[src/rtl/multi_channel_saturating_adder.sv]
// CHANNELS-lane signed adder with per-beat saturate/wrap mode, even and clamp flags,
// a 2-stage valid/ready pipeline and a sticky saturation-event counter.

module msa_lane #(
    parameter int WIDTH   = 32,
    parameter int SAT_MAX = 100,
    parameter int SAT_MIN = -100
) (
    input  logic signed [WIDTH:0]   sum,
    input  logic                    wrap,
    output logic        [WIDTH-1:0] res,
    output logic                    is_even,
    output logic                    sat
);
    localparam logic signed [WIDTH:0] MAX_X = (WIDTH+1)'(SAT_MAX);
    localparam logic signed [WIDTH:0] MIN_X = (WIDTH+1)'(SAT_MIN);

    always_comb begin
        res = sum[WIDTH-1:0];
        sat = 1'b0;
        if (!wrap) begin
            if (sum > MAX_X) begin
                res = MAX_X[WIDTH-1:0];
                sat = 1'b1;
            end else if (sum < MIN_X) begin
                res = MIN_X[WIDTH-1:0];
                sat = 1'b1;
            end
        end
        // parity taken after clamping so it describes the value actually emitted
        is_even = ~res[0];
    end
endmodule

module multi_channel_saturating_adder #(
    parameter int WIDTH    = 32,
    parameter int CHANNELS = 4,
    parameter int SAT_MAX  = 100,
    parameter int SAT_MIN  = -100,
    parameter int CNT_W    = 16
) (
    input  logic                         in_clk,
    input  logic                         in_rst_n,
    input  logic                         in_valid,
    output logic                         out_ready,
    input  logic [CHANNELS*WIDTH-1:0]    in_a,
    input  logic [CHANNELS*WIDTH-1:0]    in_b,
    input  logic                         in_mode,
    input  logic                         in_ready,
    input  logic                         in_clr_count,
    output logic                         out_valid,
    output logic [CHANNELS*WIDTH-1:0]    out_sum,
    output logic [CHANNELS-1:0]          out_is_even,
    output logic [CHANNELS-1:0]          out_sat_flags,
    output logic [CNT_W-1:0]             out_sat_count
);
    localparam int PW = $clog2(CHANNELS + 1);

    logic                           s1_valid_q, s1_valid_d;
    logic                           s1_mode_q, s1_mode_d;
    logic [CHANNELS-1:0][WIDTH:0]   s1_sum_q, s1_sum_d;
    logic                           out_valid_q, out_valid_d;
    logic [CHANNELS-1:0][WIDTH-1:0] sum_q, sum_d;
    logic [CHANNELS-1:0]            even_q, even_d;
    logic [CHANNELS-1:0]            sat_q, sat_d;
    logic [CNT_W-1:0]               count_q, count_d;

    logic [CHANNELS-1:0][WIDTH:0]   lane_sum;
    logic [CHANNELS-1:0][WIDTH-1:0] lane_res;
    logic [CHANNELS-1:0]            lane_even, lane_sat;
    logic                           s1_adv, s2_adv, in_xfer, out_xfer;
    logic [PW-1:0]                  pop;
    logic [CNT_W:0]                 cnt_sum;

    for (genvar k = 0; k < CHANNELS; k++) begin : g_lane
        // sign-extend by one bit so the add cannot overflow
        assign lane_sum[k] = {in_a[k*WIDTH+WIDTH-1], in_a[k*WIDTH +: WIDTH]}
                           + {in_b[k*WIDTH+WIDTH-1], in_b[k*WIDTH +: WIDTH]};

        msa_lane #(
            .WIDTH   (WIDTH),
            .SAT_MAX (SAT_MAX),
            .SAT_MIN (SAT_MIN)
        ) u_lane (
            .sum     (s1_sum_q[k]),
            .wrap    (s1_mode_q),
            .res     (lane_res[k]),
            .is_even (lane_even[k]),
            .sat     (lane_sat[k])
        );
    end

    always_comb begin
        s2_adv   = !out_valid_q || in_ready;
        s1_adv   = !s1_valid_q || s2_adv;
        in_xfer  = in_valid && s1_adv;
        out_xfer = out_valid_q && in_ready;

        s1_valid_d = s1_adv ? in_valid : s1_valid_q;
        s1_mode_d  = s1_mode_q;
        s1_sum_d   = s1_sum_q;
        if (in_xfer) begin
            s1_mode_d = in_mode;
            s1_sum_d  = lane_sum;
        end

        out_valid_d = s2_adv ? s1_valid_q : out_valid_q;
        sum_d       = sum_q;
        even_d      = even_q;
        sat_d       = sat_q;
        if (s2_adv && s1_valid_q) begin
            sum_d  = lane_res;
            even_d = lane_even;
            sat_d  = lane_sat;
        end

        pop = '0;
        for (int k = 0; k < CHANNELS; k++) pop = pop + PW'(sat_q[k]);

        // a clear folded into a transfer restarts the total from this beat
        cnt_sum = (in_clr_count ? '0 : {1'b0, count_q}) + (CNT_W+1)'(pop);
        count_d = count_q;
        if (out_xfer)          count_d = cnt_sum[CNT_W] ? '1 : cnt_sum[CNT_W-1:0];
        else if (in_clr_count) count_d = '0;
    end

    always_ff @(posedge in_clk or negedge in_rst_n) begin
        if (!in_rst_n) begin
            s1_valid_q  <= 1'b0;
            s1_mode_q   <= 1'b0;
            s1_sum_q    <= '0;
            out_valid_q <= 1'b0;
            sum_q       <= '0;
            even_q      <= '0;
            sat_q       <= '0;
            count_q     <= '0;
        end else begin
            s1_valid_q  <= s1_valid_d;
            s1_mode_q   <= s1_mode_d;
            s1_sum_q    <= s1_sum_d;
            out_valid_q <= out_valid_d;
            sum_q       <= sum_d;
            even_q      <= even_d;
            sat_q       <= sat_d;
            count_q     <= count_d;
        end
    end

    assign out_ready     = s1_adv;
    assign out_valid     = out_valid_q;
    assign out_sum       = sum_q;
    assign out_is_even   = even_q;
    assign out_sat_flags = sat_q;
    assign out_sat_count = count_q;
endmodule

[config.mk]
export PLATFORM = sky130hd
export DESIGN_NAME = multi_channel_saturating_adder
export DESIGN_NICKNAME = d
export VERILOG_FILES = /design/src/rtl/multi_channel_saturating_adder.sv
export SDC_FILE = /design/constraint.sdc
export NUM_CORES = 1
export LEC_CHECK = 0
export ABC_AREA = 1
export BUFFER_PORTS_ARGS = -buffer_cell sky130_fd_sc_hd__buf_2
export CAP_MARGIN = 20
export CORE_MARGIN = 2
export CORE_UTILIZATION = 49
export CTS_BUF_LIST = sky130_fd_sc_hd__clkbuf_8
export CTS_CLUSTER_DIAMETER = 200
export DETAILED_ROUTE_END_ITERATION = 7
export PLACE_DENSITY_LB_ADDON = 0.25
export SYNTH_ARGS = -nofsm -noshare
export SYNTH_HDL_FRONTEND = slang
export SYNTH_SLANG_ARGS = --single-unit
[constraint.sdc]
create_clock -name in_clk -period 4 [get_ports in_clk]
set_input_delay 0.8 -clock in_clk [delete_from_list [all_inputs] [get_ports in_clk]]
set_output_delay 0.8 -clock in_clk [all_outputs]
set_load 0.01 [all_outputs]
==> results of run 1 <==
==> synth_stat cells, drive strengths merged, types with 7 or more instances <==
master	instances	area [µm²]
nand4	38	244
o21ai	181	906
dfrtp	287	7180
buf	28	168
nand2	1452	5480
clkbuf	39	146
nor3	52	260
fa	7	140
and2	11	68.8
inv	567	2130
xnor2	37	324
or2	26	163
nand3b	27	203
a21oi	117	586
nand3	204	1040
nor2	340	1300
nor4	13	81.3
o22ai	11	68.8
ha	129	1610
==> stage by stage <==
stage	utilization, %	area [µm²]	power, mW	cells	setup slack (ns)
CTS	57.7	26000	11.6	4641	0.893
global route	57.7	26000	12.4	4641	0.685
floorplan	-	22300	6.93	3590	1.25
finish	57.7	26000	11.5	4641	0.915
detailed placement	55.4	25000	8.71	4550	0.674
global placement	55.4	25000	8.65	4550	0.726
==> kinds of logic after synthesis <==
group / share of synthesized area, %
AND/OR/NAND/NOR: 39.7
buffers and inverters: 11.0
adder cells (fa/ha/maj): 7.88
flip-flops: 32.3
AO/OA/AOI/OAI: 7.60
XOR/XNOR: 1.57
==> sequential cells by signal (all words and copies together) (netlist names) <==
register / cells
out_is_even: 4
out_sat_count: 16
out_sat_flags: 4
out_sum: 128
out_valid: 1
s1_mode_q: 1
s1_sum_q: 132
s1_valid_q: 1
==> power by group <==
part / internal, mW / switching (mW)
Sequential: 3.74 / 0.746
Clock: 1.58 / 1.23
Combinational: 1.54 / 2.67
Total: 6.86 / 4.65
==> final cells by class <==
cell class | count | area [µm²]
tap | 600 | 751
clock buffer | 65 | 895
sequential | 287 | 7180
timing repair buffer | 427 | 2240
clock inverter | 26 | 165
fill | 4676 | 19100
multi-input combinational | 2668 | 12700
inverter | 568 | 2130
==> layer usage <==
layer / track usage [%] / vias to the layer above / routed length (µm)
li1: - / 11946 / -
met1: 39.3 / 10512 / 30600
met2: 45.3 / 702 / 30000
met3: 4.37 / 108 / 4680
met4: 8.49 / 0 / 1940
met5: 0 / - / 0
==> layout by cell type, fill, tap and decap left out, types with 11 or more instances in the layout <==
| cell | count |
|---|---|
| sky130_fd_sc_hd__nor4_1 | 13 |
| sky130_fd_sc_hd__ha_1 | 129 |
| sky130_fd_sc_hd__o21ai_1 | 20 |
| sky130_fd_sc_hd__buf_2 | 414 |
| sky130_fd_sc_hd__inv_1 | 574 |
| sky130_fd_sc_hd__nor2_1 | 336 |
| sky130_fd_sc_hd__a21oi_1 | 117 |
| sky130_fd_sc_hd__nand2_1 | 1444 |
| sky130_fd_sc_hd__nand4_1 | 37 |
| sky130_fd_sc_hd__nand3_1 | 201 |
| sky130_fd_sc_hd__clkbuf_8 | 65 |
| sky130_fd_sc_hd__nor3_1 | 52 |
| sky130_fd_sc_hd__xnor2_1 | 37 |
| sky130_fd_sc_hd__nand3b_1 | 27 |
| sky130_fd_sc_hd__dfrtp_1 | 287 |
| sky130_fd_sc_hd__o22ai_1 | 11 |
| sky130_fd_sc_hd__o21ai_0 | 161 |
| sky130_fd_sc_hd__and2_1 | 11 |
| sky130_fd_sc_hd__or2_2 | 25 |
==> worst max path at each step <==
stage	start	end	slack [ns]	cells after the start
floorplan	out_sat_flags[0]	out_sat_count[4]	1.25	12
global placement	in_clr_count	out_sat_count[4]	0.73	12
detailed placement	in_clr_count	out_sat_count[0]	0.67	12
CTS	out_sat_flags[0]	out_sat_count[0]	0.89	11
global route	out_sat_flags[0]	out_sat_count[11]	0.68	11
finish	out_sat_flags[0]	out_sat_count[11]	0.92	11
==> worst max-delay path, stage by stage (launching register included) <==
cell and delay, ns:
sky130_fd_sc_hd__dfrtp_1 0.41, sky130_fd_sc_hd__fa_1 0.55, sky130_fd_sc_hd__inv_1 0.06, sky130_fd_sc_hd__fa_1 0.42
sky130_fd_sc_hd__fa_1 0.42, sky130_fd_sc_hd__inv_1 0.10, sky130_fd_sc_hd__nand3_2 0.12, sky130_fd_sc_hd__nor2_2 0.13
sky130_fd_sc_hd__nand2_2 0.09, sky130_fd_sc_hd__nor2_4 0.15, sky130_fd_sc_hd__nand4_2 0.34, sky130_fd_sc_hd__nand3_1 0.21
==> impl_metrics.json, run 1 <==
{
  "ir_drop_mv": 0.259,
  "postSynth.topFlopCell": "sky130_fd_sc_hd__dfrtp_1",
  "hold_path_class": "in2async",
  "timing_worst_slew_pin_value_ns": 0.978,
  "antenna-diode-count": 0,
  "core_area_um2": 45100,
  "reg2reg_slack_ns": 0.92,
  "grt-ovfl-total": 0,
  "die-height_um": 217,
  "maximum_level_of_the_cts_h_tree": 2,
  "clock_latency_ns": 0.58,
  "synth_sequential_area_ratio_pct": 32.3,
  "worstPathRequired_ns": 4.49,
  "clk_path_buf_depth": 3,
  "pin_count": 416,
  "cap_viol_max_count": 0,
  "worst-endpoint-arrival_ns": 3.57,
  "p_leak_nw": 15.2,
  "dp.final_hpwl_um": 53500,
  "viasPerCell": 5.01,
  "slew_viol_final": 0,
  "outcome": "complete, no violations",
  "antenna_found_initial": 0,
  "final_net_count": 4399,
  "port_buffers": 415,
  "routed_wl_um": 67200,
  "cts.clk_slew.worst_paths_ns": 0.06,
  "critical_path.reg2reg.startpoint": "out_sat_flags[0]",
  "finalWeightedCongestion": 0.952,
  "rows": 78,
  "cts_inserted_buffers": 49,
  "drc": 0,
  "setup.worst_path.end_class": "flop",
  "tritoncts_clock_tree": "built",
  "layout-drive-gt1-share_pct": 13.7,
  "synth-seq-cells": 287,
  "finalSetupViolCount": 0,
  "async_flop_share_pct": 100,
  "synthesis.area_per_instance_um2": 6.20,
  "hold_ws_ns": 0.219,
  "gate_count_post_synth": 3590,
  "synth_edf_count": 0,
  "initial_cell_density_of_the_core_pct": 49.4,
  "vias": 23268,
  "drt.antenna.violating_nets": 0,
  "min_period_over_period_pct": 77.1,
  "crit_path_max_fanout": 13,
  "first_global_vias": 21112,
  "timing.fmax_ghz": 0.324,
  "die_area_um2": 47200,
  "timing.critical_path.from_type": "flop",
  "synthesis.nets": 3988,
  "post-cts-setup-buffers": 0,
  "drt_pre_antenna_iters": 5,
  "post_synth_instance_area_um2": 22300,
  "synth_warnings": 0,
  "area_growth_syn_to_layout_pct": 16.9,
  "dr.first_iter.drc_count": 1695,
  "cts_repair_resize_count": 0,
  "hold_buffers": 0,
  "timing_hold_violations_final": 0,
  "r2r-end": "out_sat_count[11]",
  "grt_util_all_layers_pct": 28.2,
  "grt_first_pass_wirelength_um": 108000,
  "avgRoutedWirePerCell_um": 14.5,
  "tns_ns": 0,
  "grt_start_max_net_pins": 141,
  "dieWidth_um": 217,
  "power_per_cell_area_nw_per_um2": 442,
  "period_minus_slack_ns": 3.08,
  "timing.reg2reg.worst_path_depth": 11,
  "timing.max_slew.rel_slack_pct": 34.7,
  "skew_ns": 0.0239,
  "unrepaired_setup_endpoints_after_global_routing": "false",
  "clock_tree.root_cell": "sky130_fd_sc_hd__clkbuf_8",
  "clkSinkCount": 287,
  "path_class": "reg2reg",
  "post_synth_num_cell_types": 39
}
Power figures use the tool's default switching activity.
==> run 2, diff against run 1 <==
--- a/config.mk
+++ b/config.mk
@@ -5,7 +5,7 @@
 export SDC_FILE = /design/constraint.sdc
 export NUM_CORES = 1
 export LEC_CHECK = 0
-export ABC_AREA = 1
+export ABC_AREA = 0
 export BUFFER_PORTS_ARGS = -buffer_cell sky130_fd_sc_hd__buf_2
 export CAP_MARGIN = 20
 export CORE_MARGIN = 2
==> constraint.sdc (replaced) <==
create_clock -name in_clk -period 2.7 [get_ports in_clk]
set_input_delay 0.54 -clock in_clk [delete_from_list [all_inputs] [get_ports in_clk]]
set_output_delay 0.54 -clock in_clk [all_outputs]
set_load 0.01 [all_outputs]
==> impl_metrics.json, run 2 <==
{
  "async_flop_share_pct": 100,
  "clock_tree.root_cell": "sky130_fd_sc_hd__clkbuf_8",
  "layout.cells.most_common_list": "sky130_fd_sc_hd__buf_2 (412), sky130_fd_sc_hd__nand2_1 (326), sky130_fd_sc_hd__o21ai_0 (296)",
  "clk_path_buf_depth": 3,
  "vias": 17806,
  "clock_latency_ns": 0.55,
  "maximum_level_of_the_cts_h_tree": 2,
  "timing.critical_path.max_delay_family": "compound AO/OA/AOI/OAI gates",
  "crit_path_cell_trace": "buf_6 -> ha_4 -> fa_2 -> a21o_1 -> a21o_1 -> a211oi_4 -> nor4_2 -> or3_1 -> o31a_4 -> a221oi_4 -> xor2_1 -> o21ai_1",
  "ys_top_cells_by_area": "sky130_fd_sc_hd__dfrtp_1 (40%), sky130_fd_sc_hd__ha_1 (9.0%), sky130_fd_sc_hd__o21ai_0 (8.4%)",
  "timing_worst_slew_pin_value_ns": 0.974,
  "p_leak_nw": 11.6,
  "hp_start": "in_mode",
  "slew_viol_final": 0,
  "ir_drop_mv": 0.309,
  "drc": 0,
  "layout-drive-gt1-share_pct": 28.9,
  "area_growth_syn_to_layout_pct": 30.4,
  "rows": 70,
  "cts.clk_slew.worst_paths_ns": 0.06,
  "whs_path_depth": 3,
  "failed_checks": "negative setup slack",
  "worst-endpoint-arrival_ns": 3.17,
  "timing.fmax_ghz": 0.361,
  "synthesis.nets": 2478,
  "placedInstanceArea_um2": 22400,
  "power_per_cell_area_nw_per_um2": 654,
  "grt-ovfl-total": 0,
  "synth_edf_count": 0,
  "core_area_um2": 36300,
  "antenna_found_initial": 3,
  "gate_count_post_synth": 2080,
  "crit_top_cell": "sky130_fd_sc_hd__a21o_1",
  "timing.critical_path.from_type": "input port",
  "most_frequent_standard_cell_in_the_layout_excluding_fill_and_tap_cells": "sky130_fd_sc_hd__buf_2",
  "synthDominantAreaCellType": "sky130_fd_sc_hd__dfrtp_1",
  "grt_start_max_net_pins": 76,
  "dr.first_iter.drc_count": 983,
  "die_area_um2": 38300,
  "post_synth_num_cell_types": 72,
  "skew_ns": 0.0215,
  "drt_pre_antenna_iters": 5,
  "initial_cell_density_of_the_core_pct": 49.5,
  "final_net_count": 3087,
  "grt_first_pass_wirelength_um": 87200,
  "unrepaired_setup_endpoints_after_global_routing": "true",
  "path_buf_inv": 1,
  "critical_path.reg2reg.startpoint": "out_sat_flags[3]",
  "viasPerCell": 5.58,
  "clkSinkCount": 287,
  "most_used_standard_cells_in_the_synthesized_netlist": "sky130_fd_sc_hd__nand2_1 (328), sky130_fd_sc_hd__o21ai_0 (301), sky130_fd_sc_hd__dfrtp_1 (287)",
  "hold_path_class": "in2reg",
  "r2r-end": "out_sat_count[1]",
  "dieWidth_um": 196,
  "first_global_vias": 17630,
  "drt.antenna.violating_nets": 0,
  "dp_worst_setup_slack_ns": -0.625,
  "cts_inserted_buffers": 48,
  "crit_path_max_fanout": 4,
  "synth-seq-cells": 287,
  "cap_viol_max_count": 0,
  "port_buffers": 415,
  "min_delay_worst_endpoint": "s1_mode_q",
  "slowest_delay_ns": 0.37,
  "worst_path_setup_slack_after_routing_ns": -0.0671,
  "die-height_um": 196,
  "path_class": "in2reg",
  "largest_register_ff_count": 132,
  "post_synth_instance_area_um2": 18000,
  "reg2reg_slack_ns": 0.01,
  "avgRoutedWirePerCell_um": 16.9,
  "routed_wl_um": 54000,
  "grt_util_all_layers_pct": 27.7,
  "final_design_area_no_fill_um2": 23500,
  "cp_slowest_cell": "sky130_fd_sc_hd__or3_1",
  "largest_register": "s1_sum_q",
  "synth_sequential_area_ratio_pct": 39.9,
  "post-synth-top-count-cell": "sky130_fd_sc_hd__nand2_1",
  "synthesis.area_per_instance_um2": 8.65,
  "finalSetupViolCount": 2,
  "tritoncts_clock_tree": "built",
  "netlist.area_leader.share_pct": 39.9,
  "outcome": "finished, violations left",
  "timing.max_slew.rel_slack_pct": 35.1,
  "setup.worst_path.end_class": "flop",
  "period_minus_slack_ns": 2.77,
  "min_period_over_period_pct": 102,
  "dp.final_hpwl_um": 42000,
  "timing_hold_violations_final": 0,
  "timing.reg2reg.worst_path_depth": 10,
  "finalWeightedCongestion": 0.924,
  "synth_warnings": 0,
  "postSynth.topFlopCell": "sky130_fd_sc_hd__dfrtp_1",
  "worstPathRequired_ns": 3.10,
  "pin_count": 416
}
==> run 2: metal layers <==
metal  vias to the layer above  wire (µm)  track usage (%)
li1                       8713          -                -
met1                      8435      23200             35.8
met2                       541      25800             47.0
met3                       113       3030             4.33
met4                         4       1940             10.4
met5                         -         24                0
==> run 2: area by class of cell <==
type	count	area, µm²
flip-flops and latches	287	7180
well taps	468	586
clock inverters	22	96.3
repair buffers	653	3970
diodes	1	2.50
multi-input cells	1664	10700
inverters	35	131
clock buffers	62	853
fillers	3106	12900
==> run 2: worst max-delay path by stage <==
stage,from,endpoint,slack [ns],depth (start not counted)
final,in_b[64],s1_sum_q[94],-0.07,12
after global routing,out_sat_flags[3],out_sat_count[1],-0.15,10
after CTS,out_sat_flags[1],out_sat_count[1],0.007,10
after detailed placement,in_a[64],s1_sum_q[94],-0.63,12
after global placement,in_a[64],s1_sum_q[94],-0.61,12
after floorplan,in_a[64],s1_sum_q[94],-0.36,11
==> run 2: worst reg2reg max path, stage by stage, from the launching register on <==
cell and delay, ns:
sky130_fd_sc_hd__dfrtp_1 0.41, sky130_fd_sc_hd__fa_1 0.60, sky130_fd_sc_hd__inv_2 0.05, sky130_fd_sc_hd__fa_2 0.36
sky130_fd_sc_hd__fa_2 0.37, sky130_fd_sc_hd__nor2_4 0.14, sky130_fd_sc_hd__nand3_4 0.10, sky130_fd_sc_hd__nor2_4 0.12
sky130_fd_sc_hd__nand4b_1 0.17, sky130_fd_sc_hd__buf_6 0.19, sky130_fd_sc_hd__o211ai_1 0.10
==> run 2: what timing repair did <==
item,in CTS,in global routing
setup endpoints to repair,17,26
hold buffers,1,0
pin swaps,5,6
resized for setup,5,15
buffers inserted,3,1
endpoints found under the hold margin,51,0
gates cloned,0,0
==> run 2: per-stage QoR <==
stage,total power [mW],hold WS [ns],utilization [%],instances,setup TNS [ns]
6_report,15.3,0.189,64.6,3192,-0.0977
5_1_grt,16.3,0.184,64.6,3192,-1.68
4_1_cts,15.4,0.157,64.3,3188,0
3_5_place_dp,11.6,0.465,61.5,3100,-18.12
3_3_place_gp,11.4,0.456,61.5,3100,-13.88
2_1_floorplan,9.05,0.244,-,2080,-1.52
==> run 2: logic make-up (layout without fill, tap and decap cells) <==
kind of cell | count (synthesis) | after routing | share of synthesized area (%)
AO/OA/AOI/OAI | 674 | 674 | 23.1
XOR/XNOR | 120 | 120 | 5.84
adder cells (fa/ha/maj) | 136 | 136 | 9.75
buffers and inverters | 129 | 772 | 2.69
flip-flops | 287 | 287 | 39.9
multiplexers | 9 | 9 | 0.521
other | 0 | 1 | 0
AND/OR/NAND/NOR | 725 | 725 | 18.2
==> run 2: power breakdown <==
part	leakage, nW	switching [mW]	internal, mW
logic	7.48	2.91	2.34
registers	3.57	0.981	5.35
clock network	0.551	1.71	2.05
total	11.6	5.60	9.74
==> run 3, diff against run 2 <==
--- a/config.mk
+++ b/config.mk
@@ -10,7 +10,7 @@
 export CAP_MARGIN = 20
 export CORE_MARGIN = 2
 export CORE_UTILIZATION = 49
-export CTS_BUF_LIST = sky130_fd_sc_hd__clkbuf_8
+export CTS_BUF_LIST = sky130_fd_sc_hd__clkbuf_16
 export CTS_CLUSTER_DIAMETER = 200
 export DETAILED_ROUTE_END_ITERATION = 7
 export PLACE_DENSITY_LB_ADDON = 0.25
==> impl_metrics.json, run 3 (synthesis results as in run 2) <==
{
  "cts.clk_slew.worst_paths_ns": 0.06,
  "first_global_vias": 17434,
  "dp_worst_setup_slack_ns": -0.625,
  "worstPathRequired_ns": 3.16,
  "outcome": "finished, violations left",
  "area_growth_syn_to_layout_pct": 30.2,
  "clock_tree.root_cell": "sky130_fd_sc_hd__clkbuf_16",
  "maximum_level_of_the_cts_h_tree": 1,
  "initial_cell_density_of_the_core_pct": 49.5,
  "setup.worst_path.end_class": "flop",
  "largest_register": "s1_sum_q",
  "layout.filler_cells": 3095,
  "drt_pre_antenna_iters": 5,
  "grt_util_all_layers_pct": 27.4,
  "design_power_total_mw": 15.4,
  "finalWeightedCongestion": 0.924,
  "utilization_pct": 64.5,
  "routed_wl_um": 54000,
  "hold_ws_ns": 0.171,
  "antenna_found_initial": 3,
  "min_delay_worst_endpoint": "s1_mode_q",
  "final_net_count": 3070,
  "ir_drop_mv": 0.378,
  "cts_inserted_buffers": 31,
  "vias": 17807,
  "clk_path_buf_depth": 3,
  "hp_start": "in_mode",
  "viasPerCell": 5.63,
  "p_leak_nw": 11.5,
  "largest_register_ff_count": 132,
  "power_per_cell_area_nw_per_um2": 659,
  "hold_path_class": "in2reg",
  "grt_first_pass_wirelength_um": 86600,
  "worst-endpoint-arrival_ns": 3.21,
  "layout-drive-gt1-share_pct": 28.0,
  "global_route.peak_usage_layer": "met2",
  "timing.critical_path.from_type": "flop",
  "slew_viol_final": 0,
  "whs_path_depth": 3,
  "multi_input_comb_area_um2": 10700,
  "min_period_over_period_pct": 102,
  "drt.antenna.violating_nets": 0,
  "port_buffers": 415,
  "tritoncts_clock_tree": "built",
  "drc": 0,
  "clkSinkCount": 287,
  "finalSetupViolCount": 12,
  "pin_count": 416,
  "die-height_um": 196,
  "critical_path.reg2reg.startpoint": "out_sat_flags[3]",
  "timing.max_slew.rel_slack_pct": 33.8,
  "final-seq-area_um2": 7180,
  "period_minus_slack_ns": 2.74,
  "timing_worst_slew_pin_value_ns": 0.993,
  "die_area_um2": 38300,
  "grt_start_max_net_pins": 76,
  "met3_demand_to_capacity_share_in_global_routing_pct": 3.94,
  "dieWidth_um": 196,
  "rows": 70,
  "failed_checks": "negative setup slack",
  "unrepaired_setup_endpoints_after_global_routing": "true",
  "timing_hold_violations_final": 0,
  "worst_path_setup_slack_after_routing_ns": -0.0406,
  "reg2reg_slack_ns": -0.04,
  "timing.fmax_ghz": 0.365,
  "crit_path_max_fanout": 8,
  "path_class": "reg2reg",
  "cap_viol_max_count": 0,
  "core_area_um2": 36300,
  "clock_latency_ns": 0.56,
  "tns_ns": -0.291,
  "grtUsageMet2_pct": 46.8,
  "most_frequent_standard_cell_in_the_layout_excluding_fill_and_tap_cells": "sky130_fd_sc_hd__buf_2",
  "grt-ovfl-total": 0,
  "r2r-end": "out_sat_count[1]",
  "layout.cells.most_common_list": "sky130_fd_sc_hd__buf_2 (412), sky130_fd_sc_hd__nand2_1 (326), sky130_fd_sc_hd__o21ai_0 (295)",
  "use_met1_pct": 35.9,
  "dp.final_hpwl_um": 42000,
  "avgRoutedWirePerCell_um": 17.1,
  "skew_ns": 0.00881,
  "timing.reg2reg.worst_path_depth": 10,
  "dr.first_iter.drc_count": 1087
}
-- run 3: cell types whose count changed in the layout (fill, tap and decap cells not counted), moves of 3 or more --
cell	before	now
sky130_fd_sc_hd__clkinv_1	0	9
sky130_fd_sc_hd__inv_1	50	44
sky130_fd_sc_hd__clkbuf_8	62	0
sky130_fd_sc_hd__clkinv_2	4	1
sky130_fd_sc_hd__clkbuf_16	0	31
-- run 3: metrics by stage --
| stage | instance area, µm² | instances |
|---|---|---|
| after global routing | 23400 | 3163 |
| after global placement | 22400 | 3100 |
| after floorplan | 18200 | 2080 |
| after CTS | 23300 | 3159 |
| after detailed placement | 22400 | 3100 |
| final | 23400 | 3163 |
-- run 3: metal layers --
| layer | vias up | routed length (µm) |
|---|---|---|
| li1 | 8671 | - |
| met1 | 8462 | 23200 |
| met2 | 549 | 25800 |
| met3 | 121 | 3040 |
| met4 | 4 | 2000 |
| met5 | - | 24 |
-- run 3: critical path: stages, from the launching register on --
cell and delay, ns:
sky130_fd_sc_hd__dfrtp_1 0.41, sky130_fd_sc_hd__fa_1 0.58, sky130_fd_sc_hd__inv_1 0.06, sky130_fd_sc_hd__fa_2 0.35, sky130_fd_sc_hd__fa_2 0.38, sky130_fd_sc_hd__nor2_4 0.16, sky130_fd_sc_hd__nand3_4 0.10, sky130_fd_sc_hd__nor2_4 0.15
sky130_fd_sc_hd__nand4b_1 0.17, sky130_fd_sc_hd__buf_6 0.19, sky130_fd_sc_hd__o211ai_1 0.08
-- run 3: what timing repair did --
item	in CTS	in global routing
resized for setup	6	15
buffers inserted	3	1
endpoints found under the hold margin	51	0
hold buffers	1	0
pin swaps	5	11
setup endpoints to repair	17	29
-- run 3: layout make-up --
cell class / instances / share of cell area (%)
clock buffer: 31 / 3.31
multi-input combinational: 1664 / 45.5
tap: 468 / 2.50
antenna: 1 / 0.0107
sequential: 287 / 30.6
inverter: 35 / 0.561
timing repair buffer: 653 / 16.9
clock inverter: 24 / 0.571
-- run 3: worst max-delay path by stage --
| stage | startpoint | end | cells past startpoint |
|---|---|---|---|
| 2_1_floorplan | in_a[64] | s1_sum_q[94] | 11 |
| 3_3_place_gp | in_a[64] | s1_sum_q[94] | 12 |
| 3_5_place_dp | in_a[64] | s1_sum_q[94] | 12 |
| 4_1_cts | out_sat_flags[1] | out_sat_count[1] | 10 |
| 5_1_grt | out_sat_flags[3] | out_sat_count[1] | 10 |
| 6_report | out_sat_flags[3] | out_sat_count[1] | 10 |
-- run 3: where the power goes --
part | internal, mW | total [mW] | leakage (nW) | switching, mW
clock network | 2.15 | 3.84 | 0.467 | 1.69
registers | 5.35 | 6.33 | 3.57 | 0.984
logic | 2.35 | 5.26 | 7.48 | 2.91
